File: src/rtl/ps2_key_decoder_if.sv
// Decoded key-event bus from ps2_key_decoder (master) to its display consumers (slave).
interface ps2_key_decoder_if;
    logic [7:0] code;
    logic       code_valid;
    logic       is_break;
    logic       is_ext;
    logic       frame_err;
    logic       key_up;
    logic       key_down;
    logic       key_left;
    logic       key_right;

    modport master (
        output code, code_valid, is_break, is_ext, frame_err,
               key_up, key_down, key_left, key_right
    );

    modport slave (
        input code, code_valid, is_break, is_ext, frame_err,
              key_up, key_down, key_left, key_right
    );
endinterface

File: src/rtl/ps2_key_decoder.sv
// PS/2 keyboard receiver: line conditioning, 11-bit framing, E0/F0 prefix decode, arrow-key held flags.
// Optional REPEAT_FILTER_EN suppresses typematic repeats of the last make code.
module ps2_key_decoder #(
    parameter int FILTER_LEN  = 8,
    parameter int TIMEOUT_CYC = 200000
) (
    input  logic              clk,
    input  logic              reset,
    input  logic              ps2_clk,
    input  logic              ps2_data,
    ps2_key_decoder_if.master kev
);
    localparam int FW = $clog2(FILTER_LEN + 1);
    localparam int TW = $clog2(TIMEOUT_CYC + 1);

    typedef enum logic [1:0] {IDLE, RECV, CHECK} state_t;

    // Index 0 is the clock line, index 1 the data line.
    logic [1:0]    sync1, sync2, filt;
    logic [FW-1:0] fcnt [2];
    logic          filt_clk_q;
    logic          sample;
    logic          data_s;

    // NOTE: conditioning flops reset to 1 so a reset never fabricates a clock fall on an idle bus.
    always_ff @(posedge clk) begin
        if (reset) begin
            sync1      <= '1;
            sync2      <= '1;
            filt       <= '1;
            filt_clk_q <= 1'b1;
            for (int i = 0; i < 2; i++) fcnt[i] <= '0;
        end else begin
            sync1      <= {ps2_data, ps2_clk};
            sync2      <= sync1;
            filt_clk_q <= filt[0];
            for (int i = 0; i < 2; i++) begin
                if (sync2[i] == filt[i]) begin
                    fcnt[i] <= '0;
                end else if (fcnt[i] == FW'(FILTER_LEN - 1)) begin
                    filt[i] <= sync2[i];
                    fcnt[i] <= '0;
                end else begin
                    fcnt[i] <= fcnt[i] + 1'b1;
                end
            end
        end
    end

    assign sample = filt_clk_q & ~filt[0];
    assign data_s = filt[1];

    state_t        state, state_nx;
    logic [3:0]    bitcnt;
    logic [9:0]    shreg;   // {stop, parity, data[7:0]} once full
    logic [TW-1:0] tcnt;
    logic          timeout, byte_ok, err_nx;

    assign timeout = (tcnt == TW'(TIMEOUT_CYC - 1));

    always_ff @(posedge clk) begin
        if (reset) state <= IDLE;
        else       state <= state_nx;
    end

    // NOTE: every always_comb output gets a default first so no path can infer a latch.
    always_comb begin
        state_nx = state;
        byte_ok  = 1'b0;
        err_nx   = 1'b0;
        unique case (state)
            IDLE:  if (sample && !data_s) state_nx = RECV;
            RECV: begin
                if (sample) begin
                    if (bitcnt == 4'd10) state_nx = CHECK;
                end else if (timeout) begin
                    state_nx = IDLE;
                    err_nx   = 1'b1;
                end
            end
            CHECK: begin
                state_nx = IDLE;
                if (shreg[9] && (^shreg[8:0])) byte_ok = 1'b1;
                else                           err_nx  = 1'b1;
            end
            default: state_nx = IDLE;
        endcase
    end

    always_ff @(posedge clk) begin
        if (reset) begin
            bitcnt <= '0;
            shreg  <= '0;
            tcnt   <= '0;
        end else if (state == IDLE) begin
            bitcnt <= 4'd1;
            tcnt   <= '0;
        end else if (state == RECV) begin
            if (sample) begin
                shreg  <= {data_s, shreg[9:1]};
                bitcnt <= bitcnt + 1'b1;
                tcnt   <= '0;
            end else begin
                tcnt <= tcnt + 1'b1;
            end
        end
    end

    logic [7:0] rx_byte, code_q;
    logic       key_event, suppress;
    logic       valid_q, brk_q, ext_q, err_q;
    logic       ext_pend, brk_pend;
    logic [3:0] arrows;     // {up, down, left, right}

    assign rx_byte   = shreg[7:0];
    assign key_event = byte_ok && (rx_byte != 8'hE0) && (rx_byte != 8'hF0);

`ifdef REPEAT_FILTER_EN
    logic       last_vld;
    logic [8:0] last_make;  // {is_ext, code} of the most recent make event

    assign suppress = !brk_pend && last_vld && (last_make == {ext_pend, rx_byte});

    always_ff @(posedge clk) begin
        if (reset) begin
            last_vld  <= 1'b0;
            last_make <= '0;
        end else if (key_event) begin
            if (brk_pend) begin
                last_vld <= 1'b0;
            end else begin
                last_vld  <= 1'b1;
                last_make <= {ext_pend, rx_byte};
            end
        end
    end
`else
    assign suppress = 1'b0;
`endif

    always_ff @(posedge clk) begin
        if (reset) begin
            code_q   <= '0;
            valid_q  <= 1'b0;
            brk_q    <= 1'b0;
            ext_q    <= 1'b0;
            err_q    <= 1'b0;
            ext_pend <= 1'b0;
            brk_pend <= 1'b0;
            arrows   <= '0;
        end else begin
            valid_q <= 1'b0;
            err_q   <= err_nx;
            if (err_nx) begin
                ext_pend <= 1'b0;
                brk_pend <= 1'b0;
            end else if (byte_ok && rx_byte == 8'hE0) begin
                ext_pend <= 1'b1;
            end else if (byte_ok && rx_byte == 8'hF0) begin
                brk_pend <= 1'b1;
            end else if (key_event) begin
                ext_pend <= 1'b0;
                brk_pend <= 1'b0;
                if (!suppress) begin
                    valid_q <= 1'b1;
                    code_q  <= rx_byte;
                    brk_q   <= brk_pend;
                    ext_q   <= ext_pend;
                end
                // Keypad codes share these values; only extended ones move the flags.
                if (ext_pend) begin
                    case (rx_byte)
                        8'h75:   arrows[3] <= ~brk_pend;
                        8'h72:   arrows[2] <= ~brk_pend;
                        8'h6B:   arrows[1] <= ~brk_pend;
                        8'h74:   arrows[0] <= ~brk_pend;
                        default: ;
                    endcase
                end
            end
        end
    end

    assign kev.code       = code_q;
    assign kev.code_valid = valid_q;
    assign kev.is_break   = brk_q;
    assign kev.is_ext     = ext_q;
    assign kev.frame_err  = err_q;
    assign kev.key_up     = arrows[3];
    assign kev.key_down   = arrows[2];
    assign kev.key_left   = arrows[1];
    assign kev.key_right  = arrows[0];
endmodule
File: src/flat_wrapper.sv
// flat-port wrapper written by rule: the top's interface ports become plain ports
module ps2_key_decoder_flat 
#(
    parameter int FILTER_LEN  = 8,
    parameter int TIMEOUT_CYC = 200000
)
  (clk, reset, ps2_clk, ps2_data, kev_code, kev_code_valid, kev_is_break, kev_is_ext, kev_frame_err, kev_key_up, kev_key_down, kev_key_left, kev_key_right);
  ps2_key_decoder_if kev_i ();
  input  logic clk;
  input  logic reset;
  input  logic ps2_clk;
  input  logic ps2_data;
  output wire logic [$bits(kev_i.code)-1:0] kev_code;
  output wire logic [$bits(kev_i.code_valid)-1:0] kev_code_valid;
  output wire logic [$bits(kev_i.is_break)-1:0] kev_is_break;
  output wire logic [$bits(kev_i.is_ext)-1:0] kev_is_ext;
  output wire logic [$bits(kev_i.frame_err)-1:0] kev_frame_err;
  output wire logic [$bits(kev_i.key_up)-1:0] kev_key_up;
  output wire logic [$bits(kev_i.key_down)-1:0] kev_key_down;
  output wire logic [$bits(kev_i.key_left)-1:0] kev_key_left;
  output wire logic [$bits(kev_i.key_right)-1:0] kev_key_right;
  assign kev_code = kev_i.code;
  assign kev_code_valid = kev_i.code_valid;
  assign kev_is_break = kev_i.is_break;
  assign kev_is_ext = kev_i.is_ext;
  assign kev_frame_err = kev_i.frame_err;
  assign kev_key_up = kev_i.key_up;
  assign kev_key_down = kev_i.key_down;
  assign kev_key_left = kev_i.key_left;
  assign kev_key_right = kev_i.key_right;
  ps2_key_decoder #(.FILTER_LEN(FILTER_LEN), .TIMEOUT_CYC(TIMEOUT_CYC)) u_core (.clk(clk), .reset(reset), .ps2_clk(ps2_clk), .ps2_data(ps2_data), .kev(kev_i));
endmodule
File: config.mk
export PLATFORM = sky130hd
export DESIGN_NAME = ps2_key_decoder_flat
export DESIGN_NICKNAME = d
export VERILOG_FILES = /design/src/rtl/ps2_key_decoder_if.sv /design/src/rtl/ps2_key_decoder.sv /design/src/flat_wrapper.sv
export SDC_FILE = /design/constraint.sdc
export NUM_CORES = 1
export LEC_CHECK = 0
export ABC_CLOCK_PERIOD_IN_PS = 2500
export CAP_MARGIN = 20
export CORE_UTILIZATION = 45
export CTS_CLUSTER_DIAMETER = 120
export DETAILED_ROUTE_END_ITERATION = 6
export HOLD_SLACK_MARGIN = 0.15
export SYNTH_ARGS = -nofsm -noshare
export SYNTH_HDL_FRONTEND = slang
export SYNTH_SLANG_ARGS = --single-unit
File: constraint.sdc
create_clock -name clk -period 2.5 [get_ports clk]
set_clock_uncertainty 0.1 [all_clocks]
set_input_delay 0.375 -clock clk [delete_from_list [all_inputs] [get_ports clk]]
set_output_delay 0.375 -clock clk [all_outputs]
set_load 0.01 [all_outputs]
---- Word-level counts from Yosys, hierarchy flattened ----
Memories as Yosys holds them, arrays and structs flattened.
Cells that the tools add are included.
word-level totals
  flip-flop bits (word level) ............. 59
  memory bits (writable) .................. 8
  memories ................................ 1
  logic and storage cells ................. 140
  output and inout port bits .............. 16
memory list
  memory       words  bits a word  read ports  clocked after Yosys merged registers in  wr ports  line                   RTL
  u_core.fcnt  2      4            2           0                                        2         ps2_key_decoder.sv:20  logic [FW-1:0] fcnt [2];
cells by class
  bitwise gates (word level) .............. 15
  equality and inequality tests ........... 20
  reduce and logical (&&, ||, !) cells .... 29
  muxes and demuxes ....................... 50
  $add $sub $neg .......................... 4
operators by type and width
  kind                   count
  $mux 1                 37
  $eq 8x7->1 const B     4
  $mux 4                 6
  $reduce_and 6->1       4
  $add 18x1->18 const B  1
  $eq 18x18->1 const B   1
  $mux 18                1
  $eq 8x8->1 const B     2
  $ne 8x8->1 const B     2
  $add 4x1->4 const B    3
  $reduce_and 2->1       6
  $reduce_xor 9->1       1
  $eq 4x3->1 const B     2
  $mux 2                 4
  $not 1->1              8
  $reduce_bool 2->1      4
  $logic_and 1x1->1      6
  $or 1x1->1             6
  $reduce_and 3->1       2
  $eq 4x4->1 const B     1
  $ne 2x1->1 const B     2
  $pmux 2 s2             1
  $reduce_and 4->1       1
  $reduce_or 2->1        2
  10 further kinds       11

---- Depth between registers and ports, before layout ----
Gate-level depths: netlist of the first run.
  depth after elaboration ................. 9
  gate-level depth with buffers ........... 9
  gate-level depth less buffers ........... 7

---- Worst setup path before layout of the first run ----
Ideal clock, no wire load.
  path kind ............................... reg-to-reg
  from .................................... register u_core.shreg[0]
  to ...................................... register u_core.arrows[1]
  cell stages (with the launch flop) ...... 8
  data required time ...................... 2,328 ps
  library setup time ...................... 72 ps
  arrival time ............................ 2,052 ps
  path buffers ............................ 0
  path slack .............................. 276 ps
  path through ............................ dfxtp_1 inv_1 ha_1 xnor3_2 xnor2_4 nand4_4 nor4_2 mux2i_1
between the ends
  cells in the longest elaborated chain, start to end .. 7
  elaborated cells on any way between the ends .. 19
  those cells by class .................... eq/ne (5); mux (4); bitwise (3); reduce/logical (7)
ends and longest elaborated chain
  what                                            line                                                                    RTL
  start, declared                                 ps2_key_decoder.sv:55                                                   logic [9:0] shreg;
  start signal, assigned                          ps2_key_decoder.sv:100                                                  shreg <= {data_s, shreg[9:1]};
  $reduce_xor 9->1                                ps2_key_decoder.sv:83                                                   if (shreg[9] && (^shreg[8:0])) byte_ok = 1'b1;
  $logic_and 1x1->1                               ps2_key_decoder.sv:83
  $mux 1                                          ps2_key_decoder.sv:83
  $mux 1                                          ps2_key_decoder.sv:71                                                   unique case (state)
  $logic_and 1x1->1, on equally long branches     ps2_key_decoder.sv:116, ps2_key_decoder.sv:157, ps2_key_decoder.sv:159
  $logic_and 1x1->1 or $not 1->1 (tied branches)  n/a
  $reduce_and 6->1 (no source line) *             n/a
  end signal, assigned                            ps2_key_decoder.sv:175                                                  8'h6B: arrows[1] <= ~brk_pend;
  end, declared                                   ps2_key_decoder.sv:113                                                  logic [3:0] arrows;
Mark *: on every way between the ends. The rest lies on a longest branch, timed or not.
A chain may end at the register's enable or synchronous reset.

---- Worst setup path in the final report of the first run ----
Same ends and word-level chain as after synthesis.

==> results of run 1 <==
[placed cells by master, fill, tap and decap left out, types with 10 or more instances in the layout]
cell	netlist	layout
a21oi_1	14	14
clkdlybuf4s50_1	0	18
dfxtp_1	59	59
ha_1	19	19
inv_1	14	14
nand2_1	35	35
nand2b_1	14	14
nand3_1	12	12
nor2_1	29	29
nor3_1	10	10
xnor2_1	13	13
xor2_1	11	11
[kinds of logic (layout without fill, tap and decap cells)]
group	Yosys count	in the layout	synth area share [%]
compound gates	43	43	9.22
buf+inv	29	56	3.65
other cells	1	8	0.115
mux	9	9	2.77
xor+xnor	26	26	8.03
simple gates	152	152	25.3
fa+ha+maj	19	19	7.30
flops	67	67	43.6
[area by class of cell]
type,instances,share of cell area (%)
Multi-Input combinational cell,257,46.1
Sequential cell,67,37.3
Inverter,14,1.38
Clock inverter,6,2.36
Timing Repair Buffer,26,6.33
Clock buffer,10,3.35
Tap cell,96,3.15
[registers in the layout, indices dropped and copies added, names as in the netlist]
register,cells
u_core.kev.frame_err,1
u_core.sync2,2
u_core.fcnt,8
u_core.bitcnt,4
u_core.kev.code_valid,1
u_core.state,2
u_core.sync1,2
u_core.shreg,10
u_core.kev.code,8
u_core.kev.is_ext,1
u_core.filt_clk_q,1
u_core.kev.is_break,1
u_core.tcnt,18
u_core.arrows,4
u_core.brk_pend,1
u_core.ext_pend,1
u_core.filt,2
[metrics by stage]
stage	worst slack, ns	area, um^2	hold slack, ns
floorplan	0.276	3280	0.289
global placement	0.174	3570	0.291
detailed placement	0.0489	3570	0.299
CTS	0.0235	3790	0.260
global route	0.00317	3810	0.286
finish	0.147	3810	0.267
[layer usage]
metal / global-route usage (%) / vias up / share of wire [%]
li1: - / 1246 / -
met1: 22.0 / 1091 / 49
met2: 30.1 / 24 / 47
met3: 5.02 / 12 / 2.6
met4: 8.05 / 0 / 2.2
met5: 0 / - / 0
[Yosys cell counts (2+ instances only)]
cell type / instances
dfxtp_1: 59
nand2_1: 35
nor2_1: 29
ha_1: 19
a21oi_1: 14
inv_1: 14
nand2b_1: 14
xnor2_1: 13
clkbuf_1: 12
nand3_1: 12
xor2_1: 11
nor3_1: 10
and3_1: 9
mux2i_1: 9
nor2b_1: 9
edfxtp_1: 8
nand4_1: 7
o21ai_1: 6
or2_2: 6
o21ai_0: 5
or3_1: 5
and3b_1: 3
o41ai_1: 3
o41ai_2: 3
a211o_1: 2
buf_2: 2
nor4_1: 2
nor4_2: 2
or4_1: 2
[path summary, 6_finish.rpt]
check / slack [ns] / endpoint / depth (start not counted)
min: 0.27 / u_core.bitcnt[0] / 2
max: 0.15 / u_core.arrows[1] / 7
min reg2reg: 0.32 / u_core.sync2[0] / 1
max reg2reg: 0.15 / u_core.arrows[1] / 7
[where the power goes]
group	switching (mW)	internal (mW)
Sequential	0.00950	1.10
Clock	0.426	0.563
Combinational	0.0526	0.0358
Total	0.488	1.70
[timing repair]
item,in CTS,in global routing
resized for setup,0,3
hold endpoints to repair,0,0
buffers inserted,0,1
setup endpoints to repair,0,5
==> flow_metrics.env, run 1 <==
export IMPL_tritoncts="done"
export IMPL_startpoint="u_core.shreg[0]"
export IMPL_min_period_ns=2.35
export IMPL_drcViolationCount=0
export IMPL_wl_per_cell_um=12.7
export IMPL_cts_buffer_depth=2
export IMPL_worstPathRequired_ns=2.68
export IMPL_dpl_cell_count=459
export IMPL_tns_ns=0
export IMPL_drive_gt1_share_pct=11.1
export IMPL_antenna_found_initial=0
export IMPL_worst_setup_path_end_kind="register"
export IMPL_num_vias=2373
export IMPL_power_mw=2.19
export IMPL_cpMaxStageDelayCell="xnor3_2"
export IMPL_max_freq_mhz=425
export IMPL_ys_warn_count=0
export IMPL_path_cells="inv_1 > ha_1 > xnor3_2 > xnor2_4 > nand4_4 > nor4_2 > mux2i_1"
export IMPL_ys_seq_area_share_pct=43.6
export IMPL_grt_max_degree=43
export IMPL_start_kind="register"
export IMPL_root_buffer="clkbuf_8"
export IMPL_path_buf_inv=1
export IMPL_p_per_area_mw_per_mm2=574
export IMPL_synthCells=346
export IMPL_p_leak_nw=1.35
export IMPL_gp_congestion=0.784
export IMPL_core_rowCount=30
export IMPL_initial_core_util_pct=47.2
export IMPL_slowest_delay_ns=0.42
export IMPL_design_core_area_mm2=0.00691
export IMPL_synth_edf_count=8
export IMPL_grt_pass1_wl_um=10500
export IMPL_ir_worst_vdd_mv=0.339
export IMPL_crit_type="register to register"
export IMPL_fin_crit_sh_pct=94.1
export IMPL_routed_wl_um=6070
export IMPL_overflow=0
export IMPL_r2r_start="u_core.shreg[0]"
export IMPL_die_y_um=87.1
export IMPL_rsz0062_at_grt="no"
export IMPL_synth_largest_area_cell="dfxtp_1"
export IMPL_fp_dieW_um=87.1
export IMPL_dr_pass1_iters=4
export IMPL_ys_types=50
export IMPL_regArea_mm2=0.00142
export IMPL_place_hpwl_um=4230
export IMPL_clkSlewWorstSetupHoldPaths_ns=0.08
export IMPL_ctsHoldBuffers=0
export IMPL_drv_cap=0
export IMPL_antenna_cells=0
export IMPL_min_from="reset"
export IMPL_final_hold_viol_count=0
export IMPL_clk_insertion_delay_late_ns=0.35
export IMPL_ys_ff_latch=67
export IMPL_synth_cell_area_mm2=0.00326
export IMPL_place_port_buffers=19
export IMPL_synthTopCellsByArea="dfxtp_1, edfxtp_1, ha_1"
export IMPL_crit_fanout=7
export IMPL_ant_nets=0
export IMPL_die_area_mm2=0.00758
export IMPL_cp_top_family="XOR/XNOR gates"
export IMPL_final_cells=476
export IMPL_drt_initial_drc_count=65
export IMPL_drv_slew=0
export IMPL_grt_pass1_vias=2295
export IMPL_crit_arrival_ns=2.53
export IMPL_synth_ff_type="dfxtp_1"
export IMPL_n_fill_cell=653
export IMPL_cts_sinks=67
export IMPL_hp_class="input port to register"
export IMPL_cts_made_buffers=9
export IMPL_final_setup_viol_count=0
export IMPL_grt_total_usage_pct=18.1
export IMPL_synth_top_area_share_pct=36.3
export IMPL_multi_input_area_mm2=0.00176
export IMPL_async_flop_share_pct=0
export IMPL_design_portCount=20
export IMPL_fin_nets=398
export IMPL_via_per_inst=4.99
export IMPL_status="finished, final reports clean"
export IMPL_post_route_util_pct=55.2
export IMPL_h_tree_depth=3
export IMPL_syn_avg_cell_area_um2=9.42
export IMPL_area_growth_pct=17.0
Note: power is estimated with default switching activity, not from simulation.
==> run 2, diff against run 1 <==
Settings changed: ABC_CLOCK_PERIOD_IN_PS 2500 to 1960, PLACE_DENSITY from default to 0.66.
Clock period 2.5 ns to 1.96 ns, I/O delays scaled along.
==> run 2 against run 1 <==
Net effect:
- the flow now finishes with violations (setup timing)
- sequential share of layout area decreased by 2.6 points
- critical path depth grew 1
- first-iteration DRC count increased by 140%
- sequential power up 28%
- clock power increased by 11%
- hold slack got worse by 0.089 ns
- cell area grew 7.8%
- power increased by 20%
==> flow_metrics.env, run 2 (synthesis results as in run 1) <==
export IMPL_status="finished, violations left"
export IMPL_place_ws_ns=-0.108
export IMPL_violations="setup timing"
export IMPL_drive_gt1_share_pct=20.2
export IMPL_grt_total_usage_pct=18.5
export IMPL_ctsHoldBuffers=0
export IMPL_num_vias=2513
export IMPL_seqPwrFrac_pct=53.8
export IMPL_fin_nets=423
export IMPL_start_kind="register"
export IMPL_placed_cell_area_mm2=0.00382
export IMPL_cts_sinks=67
export IMPL_rsz0062_at_grt="yes"
export IMPL_final_cell_mix="dfxtp_1, nand2_1, nor2_1, buf_4"
export IMPL_wl_per_cell_um=12.5
export IMPL_fp_dieW_um=87.1
export IMPL_die_area_mm2=0.00758
export IMPL_dr_pass1_iters=4
export IMPL_crit_type="register to register"
export IMPL_initial_core_util_pct=47.2
export IMPL_gp_congestion=0.794
export IMPL_p_leak_nw=1.50
export IMPL_dpl_cell_count=485
export IMPL_path_buf_inv=2
export IMPL_place_hpwl_um=4480
export IMPL_routed_wl_um=6260
export IMPL_power_switching_mw=0.601
export IMPL_drv_slew=0
export IMPL_min_period_ns=2.05
export IMPL_cts_made_buffers=9
export IMPL_fin_crit_sh_pct=105
export IMPL_clk_insertion_delay_late_ns=0.35
export IMPL_antenna_found_initial=0
export IMPL_drt_initial_drc_count=153
export IMPL_tns_ns=-0.690
export IMPL_grt_pass1_vias=2380
export IMPL_slowest_delay_ns=0.36
export IMPL_final_hold_viol_count=0
export IMPL_clkSlewWorstSetupHoldPaths_ns=0.07
export IMPL_ir_worst_vdd_mv=0.495
export IMPL_top_register="u_core.tcnt"
export IMPL_design_core_area_mm2=0.00691
export IMPL_grt_pass1_wl_um=10800
export IMPL_layout_setup_ws_ns=-0.0924
export IMPL_p_per_area_mw_per_mm2=640
export IMPL_largest_reg_flops=18
export IMPL_worst_setup_path_end_kind="register"
export IMPL_drv_cap=0
export IMPL_cp_top_family="XOR/XNOR gates"
export IMPL_p_comb_share_pct=4.6
export IMPL_cts_buffer_depth=2
export IMPL_drcViolationCount=0
export IMPL_regArea_mm2=0.00143
export IMPL_die_y_um=87.1
export IMPL_place_port_buffers=19
export IMPL_pwr_share_clk_pct=41.6
export IMPL_crit_arrival_ns=2.22
export IMPL_multi_input_area_mm2=0.00187
export IMPL_overflow=0
export IMPL_grt_max_degree=29
export IMPL_h_tree_depth=3
export IMPL_reg_top3="u_core.tcnt: 18 flops, u_core.shreg: 10 flops"
export IMPL_max_freq_mhz=487
export IMPL_final_setup_viol_count=13
export IMPL_ant_nets=0
export IMPL_area_growth_pct=26.1
export IMPL_internal_power_mw=2.03
export IMPL_cpMaxStageDelayCell="xnor3_2"
export IMPL_tritoncts="done"
export IMPL_hp_class="input port to register"
export IMPL_crit_fanout=6
export IMPL_worstPathRequired_ns=2.13
export IMPL_final_cells=501
export IMPL_design_portCount=20
export IMPL_antenna_cells=0
export IMPL_core_rowCount=30
export IMPL_root_buffer="clkbuf_8"
export IMPL_final_cell_area_mm2=0.00411
export IMPL_path_cells="inv_2 > ha_4 > xnor3_2 > xnor2_4 > nand4_4 > buf_12 > nor2_4 > mux2i_1"
export IMPL_via_per_inst=5.02
export IMPL_swShare_pct=22.8
export IMPL_n_fill_cell=643
export IMPL_layout_commonest_cell="dfxtp_1"
## run 2: final timing paths
kind	to	slack (ns)	from	depth (start not counted)
max reg2reg	u_core.kev.is_break	-0.09	u_core.shreg[4]	8
min	u_core.filt[0]	0.18	reset	2
min reg2reg	u_core.sync2[1]	0.31	u_core.sync1[1]	1
max	u_core.kev.is_break	-0.09	u_core.shreg[4]	8
## run 2: layout make-up
class,instances,share of cell area [%]
inverters,14,1.28
multi-input cells,257,45.5
flip-flops and latches,67,34.7
clock inverters,6,1.37
clock buffers,10,3.11
well taps,96,2.92
repair buffers,51,11.1
## run 2: per-stage QoR
stage	utilization [%]	hold WS, ns	total power, mW
6_report	59.5	0.177	2.63
5_1_grt	59.5	0.181	2.74
4_1_cts	58.6	0.159	2.66
3_5_place_dp	55.3	0.298	1.57
3_3_place_gp	55.3	0.292	1.56
2_1_floorplan	-	0.289	1.53
## run 2: worst register-to-register path: cells and delay by family, from the launching register on
family        cells  cell delay, ns
xor+xnor          2            0.55
flops             1            0.33
simple gates      2            0.31
fa+ha+maj         1            0.26
buf+inv           2            0.22
mux               1            0.21
## run 2: metal layers
metal | part of all wire [%] | track usage [%] | wire length, um | up-vias
met5 | 0 | 0 | 0 | -
met4 | 0.91 | 6.26 | 57 | 0
met3 | 3.1 | 5.69 | 196 | 7
met2 | 46 | 29.6 | 2900 | 33
met1 | 50 | 23.9 | 3110 | 1178
li1 | - | - | - | 1295
## run 2: what timing repair did
action / in CTS / in global routing
pin swaps: 2 / 1
setup buffers: 0 / 0
cloned: 0 / 0
gates resized for setup: 7 / 11
endpoints found under the hold margin: 0 / 0
setup endpoints to repair: 16 / 20
## run 2: power groups by stage
stage	logic [mW]	clock network (mW)	registers, mW
final	0.120	1.10	1.42
after global routing	0.137	1.19	1.42
after CTS	0.121	1.12	1.42
after detailed placement	0.119	0	1.45
after global placement	0.118	0	1.45
after floorplan	0.0866	0	1.44
